==> config.mk <==
export PLATFORM = sky130hd
export DESIGN_NAME = mining_word_loader
export DESIGN_NICKNAME = d
export VERILOG_FILES = /design/src/rtl/mining_word_loader.sv
export SDC_FILE = /design/constraint.sdc
export NUM_CORES = 1
export LEC_CHECK = 0
export BUFFER_PORTS_ARGS = -buffer_cell sky130_fd_sc_hd__buf_2
export CORE_AREA = 2 2 206 208
export DETAILED_ROUTE_END_ITERATION = 7
export DIE_AREA = 0 0 208 210
export PLACE_DENSITY = 0.8
export SLEW_MARGIN = 20
export SYNTH_ARGS = -nofsm -noshare
export SYNTH_HDL_FRONTEND = slang
export SYNTH_SLANG_ARGS = --single-unit
export TNS_END_PERCENT = 30
==> constraint.sdc <==
create_clock -name clock -period 6.5 [get_ports clock]
set_input_delay 1.3 -clock clock [delete_from_list [all_inputs] [get_ports clock]]
set_output_delay 1.3 -clock clock [all_outputs]
set_load 0.005 [all_outputs]
==> src/rtl/mining_word_loader.sv <==
// Message-block word loader feeding the mining FSM.
// Buffers one block of words and exposes a registered read port.
module mining_word_loader #(
  parameter int WORD_W     = 32,
  parameter int NUM_WORDS  = 16,
  parameter int ADDR_W     = 4,
  parameter bit SWAP_BYTES = 1'b0
) (
  input  logic              clock,
  input  logic              reset,
  input  logic [2:0]        fsm_state,
  input  logic [WORD_W-1:0] in_data,
  input  logic              in_valid,
  output logic              in_ready,
  output logic              stopw,
  output logic [ADDR_W:0]   word_count,
  input  logic [ADDR_W-1:0] rd_addr,
  output logic [WORD_W-1:0] rd_data
);

  typedef enum logic [1:0] {
    IDLE = 2'b00,
    LOAD = 2'b01,
    FULL = 2'b10,
    BAD  = 2'b11
  } state_t;

  localparam logic [2:0] FSM_RST  = 3'b000;
  localparam logic [2:0] FSM_LOAD = 3'b001;
  localparam logic [ADDR_W:0] LAST =
    (ADDR_W+1)'(NUM_WORDS - 1);

  state_t state;

  logic [WORD_W-1:0] mem [NUM_WORDS];
  logic [WORD_W-1:0] wr_word;
  logic [ADDR_W-1:0] wr_addr;
  logic              xfer;

  assign in_ready = (state == LOAD) &&
                    (fsm_state == FSM_LOAD);
  assign xfer     = in_valid && in_ready;
  assign wr_addr  = word_count[ADDR_W-1:0];

  always_comb begin
    wr_word = in_data;
    if (SWAP_BYTES) begin
      for (int j = 0; j < WORD_W/8; j++) begin
        wr_word[8*j +: 8] = in_data[WORD_W-8-8*j +: 8];
      end
    end
  end

  always_ff @(posedge clock) begin
    if (reset) begin
      state      <= IDLE;
      stopw      <= 1'b0;
      word_count <= '0;
    end else begin
      unique case (state)
        IDLE: begin
          if (fsm_state == FSM_LOAD) state <= LOAD;
        end
        LOAD: begin
          // an abort wins; in_ready is already low then
          if (fsm_state == FSM_RST) begin
            state      <= IDLE;
            word_count <= '0;
          end else if (xfer) begin
            word_count <= word_count + 1'b1;
            if (word_count == LAST) begin
              state <= FULL;
              stopw <= 1'b1;
            end
          end
        end
        FULL: begin
          if (fsm_state == FSM_RST) begin
            state      <= IDLE;
            stopw      <= 1'b0;
            word_count <= '0;
          end
        end
        BAD: begin
          state      <= IDLE;
          stopw      <= 1'b0;
          word_count <= '0;
        end
      endcase
    end
  end

  // read samples the pre-write contents on a collision
  always_ff @(posedge clock) begin
    if (reset) begin
      for (int i = 0; i < NUM_WORDS; i++) begin
        mem[i] <= '0;
      end
      rd_data <= '0;
    end else begin
      rd_data <= mem[rd_addr];
      if (xfer) mem[wr_addr] <= wr_word;
    end
  end

endmodule

[After elaboration in Yosys (flattened, before gate mapping)]
Memories as Yosys holds them, arrays and structs flattened. A register that Yosys moved wholly into a read port is not among the register bits.
Index checks and enable logic that the tools add are counted.
Word-level totals
  bits in registers: 8
  RAM bits: 512
  bits of input ports: 42
  output and inout bits: 39
  word-level logic and storage cells: 49
  memories kept: 1
Memories
  mem: words 16, bits a word 32, rd ports 1, clocked after memory_dff 1, write ports 16, RTL line 35  | logic [WORD_W-1:0] mem [NUM_WORDS];
Operators by class
  add/subtract/negate cells: 1
  equal/unequal tests: 12
  mux-type cells: 23
  reduce and logical (&&, ||, !) cells: 9
Operator list (number)
  32-bit two-way mux: 1
  32-bit OR reduction: 1
  5-bit two-way mux: 3
  5-bit case mux with 3 select lines: 1
  1-bit two-way mux: 10
  2-bit two-way mux: 5
  2-bit != test (second input constant): 4
  2-bit case mux with 4 select lines: 1
  5-bit by 1-bit adder with 5-bit output (second input constant): 1
  5-bit by 4-bit equality test with 1-bit output (second input constant): 1
  5-bit AND reduction: 1
  2-bit equality test (second input constant): 2
  4-bit two-way mux: 1
  4-bit AND reduction: 1
  3-bit by 1-bit equality test with 1-bit output (second input constant): 1
  3-bit logical NOT: 1
  3-bit by 1-bit != test with 1-bit output (second input constant): 1
  3-bit by 2-bit != test with 1-bit output (second input constant): 1
  1-bit case mux with 3 select lines: 1
  3-bit AND reduction: 1
  3-bit nonzero test: 1
  2-bit by 1-bit equality test with 1-bit output (second input constant): 1
  1-bit logical AND: 2
  2-bit logical NOT: 1
  2-bit by 1-bit != test with 1-bit output (second input constant): 1

[Longest topological paths before layout]
  word-level depth: 8
  gate-level depth with buffers: 7
  gate-level depth less buffers: 6

[Worst setup path after synthesis]
No wires, ideal clock.
  path kind: input to output
  from: in fsm_state[0]
  to: out in_ready
  data arrival time: 1.678 ns
  data required time: 5.200 ns
  setup slack: 3.522 ns
  cell stages on the path: 2
  buffers on the path: 0
  path through: and3b_2 -> and2_1
On the way
  longest elaborated chain between the ends: 2
Ends and longest elaborated chain
  start, declared: RTL line 11  | input logic [2:0] fsm_state,
  3-bit by 1-bit equality test with 1-bit output: RTL line 41  | (fsm_state == FSM_LOAD);
  1-bit logical AND: RTL line 40  | assign in_ready = (state == LOAD) &&
  end, declared: RTL line 14  | output logic in_ready,
No other way between the ends.

==> impl_metrics.json <==
{
  "antenna_found_initial": 10,
  "setup_viol": 0,
  "maxCapViolCount": 0,
  "endpoint_kind": "register",
  "cts_made_buffers": 54,
  "crit_arrival_ns": 3.80,
  "ys_seq_area_share_pct": 65.8,
  "ctsHtreeMaxLevel": 2,
  "final_antenna_net_count": 0,
  "rrSetupSlack_ns": 3.28,
  "power.density_nw_per_um2": 282,
  "drt_wl_total_um": 69900,
  "tns_ns": 0,
  "finalNetCount": 1821,
  "post-place-cells": 2256,
  "drt_pre_antenna_iters": 5,
  "hold_viol": 0,
  "path_cells": "buf_2 -> nor3b_2 -> nand4b_1 -> nor2_2 -> or2_2",
  "avgSynthCellArea_um2": 14.0,
  "place_hpwl_um": 43400,
  "p_switching_mw": 1.75,
  "gp_congestion": 0.964,
  "grt_overflow": 0,
  "io_pins": 81,
  "synthArstFlopShare_pct": 0,
  "start_util_pct": 59.3,
  "max_stage_delay_ns": 0.90,
  "rsz0062_at_grt": "no",
  "fp-row-count": 75,
  "synth_edf_count": 512,
  "combinationalPowerShare_pct": 7.2,
  "dieArea_um2": 43700,
  "p_int_mw": 5.86,
  "place_ws_ns": 2.35,
  "drtIter0Drc": 2169,
  "switching_share_pct": 23.1,
  "clockBufferDepth": 3,
  "pwr-share-clk_pct": 39.7,
  "grt_pass1_vias": 14500,
  "power.share.sequential_pct": 53.1,
  "io_buffers": 80,
  "fin_crit_sh_pct": 55.0,
  "post_cts_buffers": 0,
  "min_period_ns": 3.57,
  "layout_commonest_cell": "and2_1",
  "maxSlewViolCount": 0,
  "worst-path-buf-inv": 1,
  "area_delta_synth_final_pct": 9.90,
  "drc": 0,
  "final_util_pct": 65.1,
  "synth_warnings": 0,
  "dpl_cell_area_um2": 25300,
  "cts_hold_buf": 0,
  "status": "completed",
  "crit_path_top_delay_cell": "nor2_2",
  "core_um2": 41500,
  "whs_ns": 0.468,
  "ys_types": 39,
  "wire_per_inst_um": 29.6,
  "cts_tree": "built",
  "grt_usage_pct": 32.1,
  "grt_max_degree": 73,
  "cts.sinks": 552,
  "cts-resized-gates": 0,
  "finalPower_mw": 7.61,
  "cpLargestDelayFamily": "simple AND/OR/NAND/NOR gates",
  "clock_latency_ns": 0.60,
  "hold_class": "reg -> reg",
  "cp.required_ns": 6.73,
  "worstSetupPathType": "in -> reg",
  "postLayoutSetupSlackWorst_ns": 2.93,
  "syn-instance-count": 1762,
  "vias": 15000,
  "ys.flop_type": "edfxtp_1",
  "p_leak_nw": 10.7,
  "finClkSkew_ns": 0.0154,
  "die_w_um": 208,
  "die_h_um": 210,
  "root_buffer": "clkbuf_16",
  "relSlewSlack_pct": 31.8,
  "instances_no_fill": 2361,
  "design_area_um2": 27000,
  "viasPerCell": 6.36,
  "worst-path-max-fanout": 33,
  "grt_pass1_wl_um": 99500,
  "syn_area_um2": 24600,
  "ys_ff_latch": 552,
  "final_cell_mix": "and2_1 (514), edfxtp_1 (512), mux2i_1 (238)",
  "worst_pin_slew_ns": 1.02,
  "clock.fmax_ghz": 0.280,
  "synth_fp_nets": 1809,
  "cp-start-kind": "input port",
  "clk_pin_slew_ns": 0.06,
  "drive_gt1_share_pct": 12.7,
  "peakVddDrop_uv": 204
}
worst paths after layout:
| path | to | cells past startpoint | startpoint |
|---|---|---|---|
| setup / recovery | mem[5][30] | 5 | fsm_state[1] |
| hold / removal | stopw | 2 | stopw |
| setup reg to reg | mem[5][30] | 3 | word_count[2] |
| hold reg to reg | stopw | 2 | stopw |
metal layers:
metal / vias to the layer above / part of all wire [%] / track usage (%)
met5: - / 0.010 / 0
met2: 1020 / 45 / 49.6
li1: 6394 / - / -
met1: 7337 / 35 / 41.3
met3: 267 / 11 / 6.47
met4: 2 / 8.5 / 22.2
worst min-delay path, cell delays in order, from the launching register on:
cell	delay, ns
dfxtp_1	0.31
nand2_1	0.05
a21oi_1	0.06
synthesized netlist by cell type, types with 3 or more instances:
cell type | n | share of area [%]
nand2b_1 | 7 | 0.18
edfxtp_1 | 512 | 63
a221oi_1 | 9 | 0.32
a21oi_1 | 3 | 0.061
ha_1 | 5 | 0.25
mux4_2 | 9 | 0.82
clkbuf_2 | 21 | 0.43
nor3_2 | 4 | 0.16
buf_2 | 31 | 0.63
o31ai_1 | 3 | 0.092
a22oi_1 | 110 | 3.4
clkbuf_1 | 91 | 1.4
dfxtp_1 | 40 | 3.3
or2_2 | 17 | 0.43
o22ai_1 | 23 | 0.59
and2_1 | 515 | 13
nor2_1 | 11 | 0.17
o21ai_0 | 21 | 0.43
nor4_4 | 4 | 0.35
mux2i_1 | 238 | 9.7
nand2_1 | 59 | 0.90
inv_1 | 4 | 0.061
kinds of logic (layout without fill, tap and decap cells):
group	count (synthesis)	after routing	synth area share, %
AO/OA/AOI/OAI	175	175	5.06
adder cells (fa/ha/maj)	5	5	0.255
buffers and inverters	151	208	2.60
flip-flops	552	552	65.8
multiplexers	247	247	10.5
other	0	3	0
AND/OR/NAND/NOR	632	632	15.8
state kept, by name (all words and copies together), names as in the netlist:
register	count
stopw	1
mem	512
state	2
word_count	5
rd_data	32
layout make-up:
cell class	count	area, um2
Antenna cell	3	7.51
Clock buffer	73	1520
Clock inverter	28	178
Fill cell	2937	14500
Inverter	4	15.0
Multi-Input combinational cell	1059	7840
Sequential cell	552	16200
Tap cell	539	674
Timing Repair Buffer	103	603
power by group through the flow:
| stage | clock, mW | combinational [mW] | sequential, mW |
|---|---|---|---|
| global placement | 0 | 0.522 | 4.11 |
| CTS | 3.03 | 0.531 | 4.04 |
| floorplan | 0 | 0.280 | 4.10 |
| detailed placement | 0 | 0.529 | 4.12 |
| finish | 3.02 | 0.548 | 4.04 |
| global route | 3.17 | 0.557 | 4.05 |
Note: power is estimated with default switching activity, not from simulation.
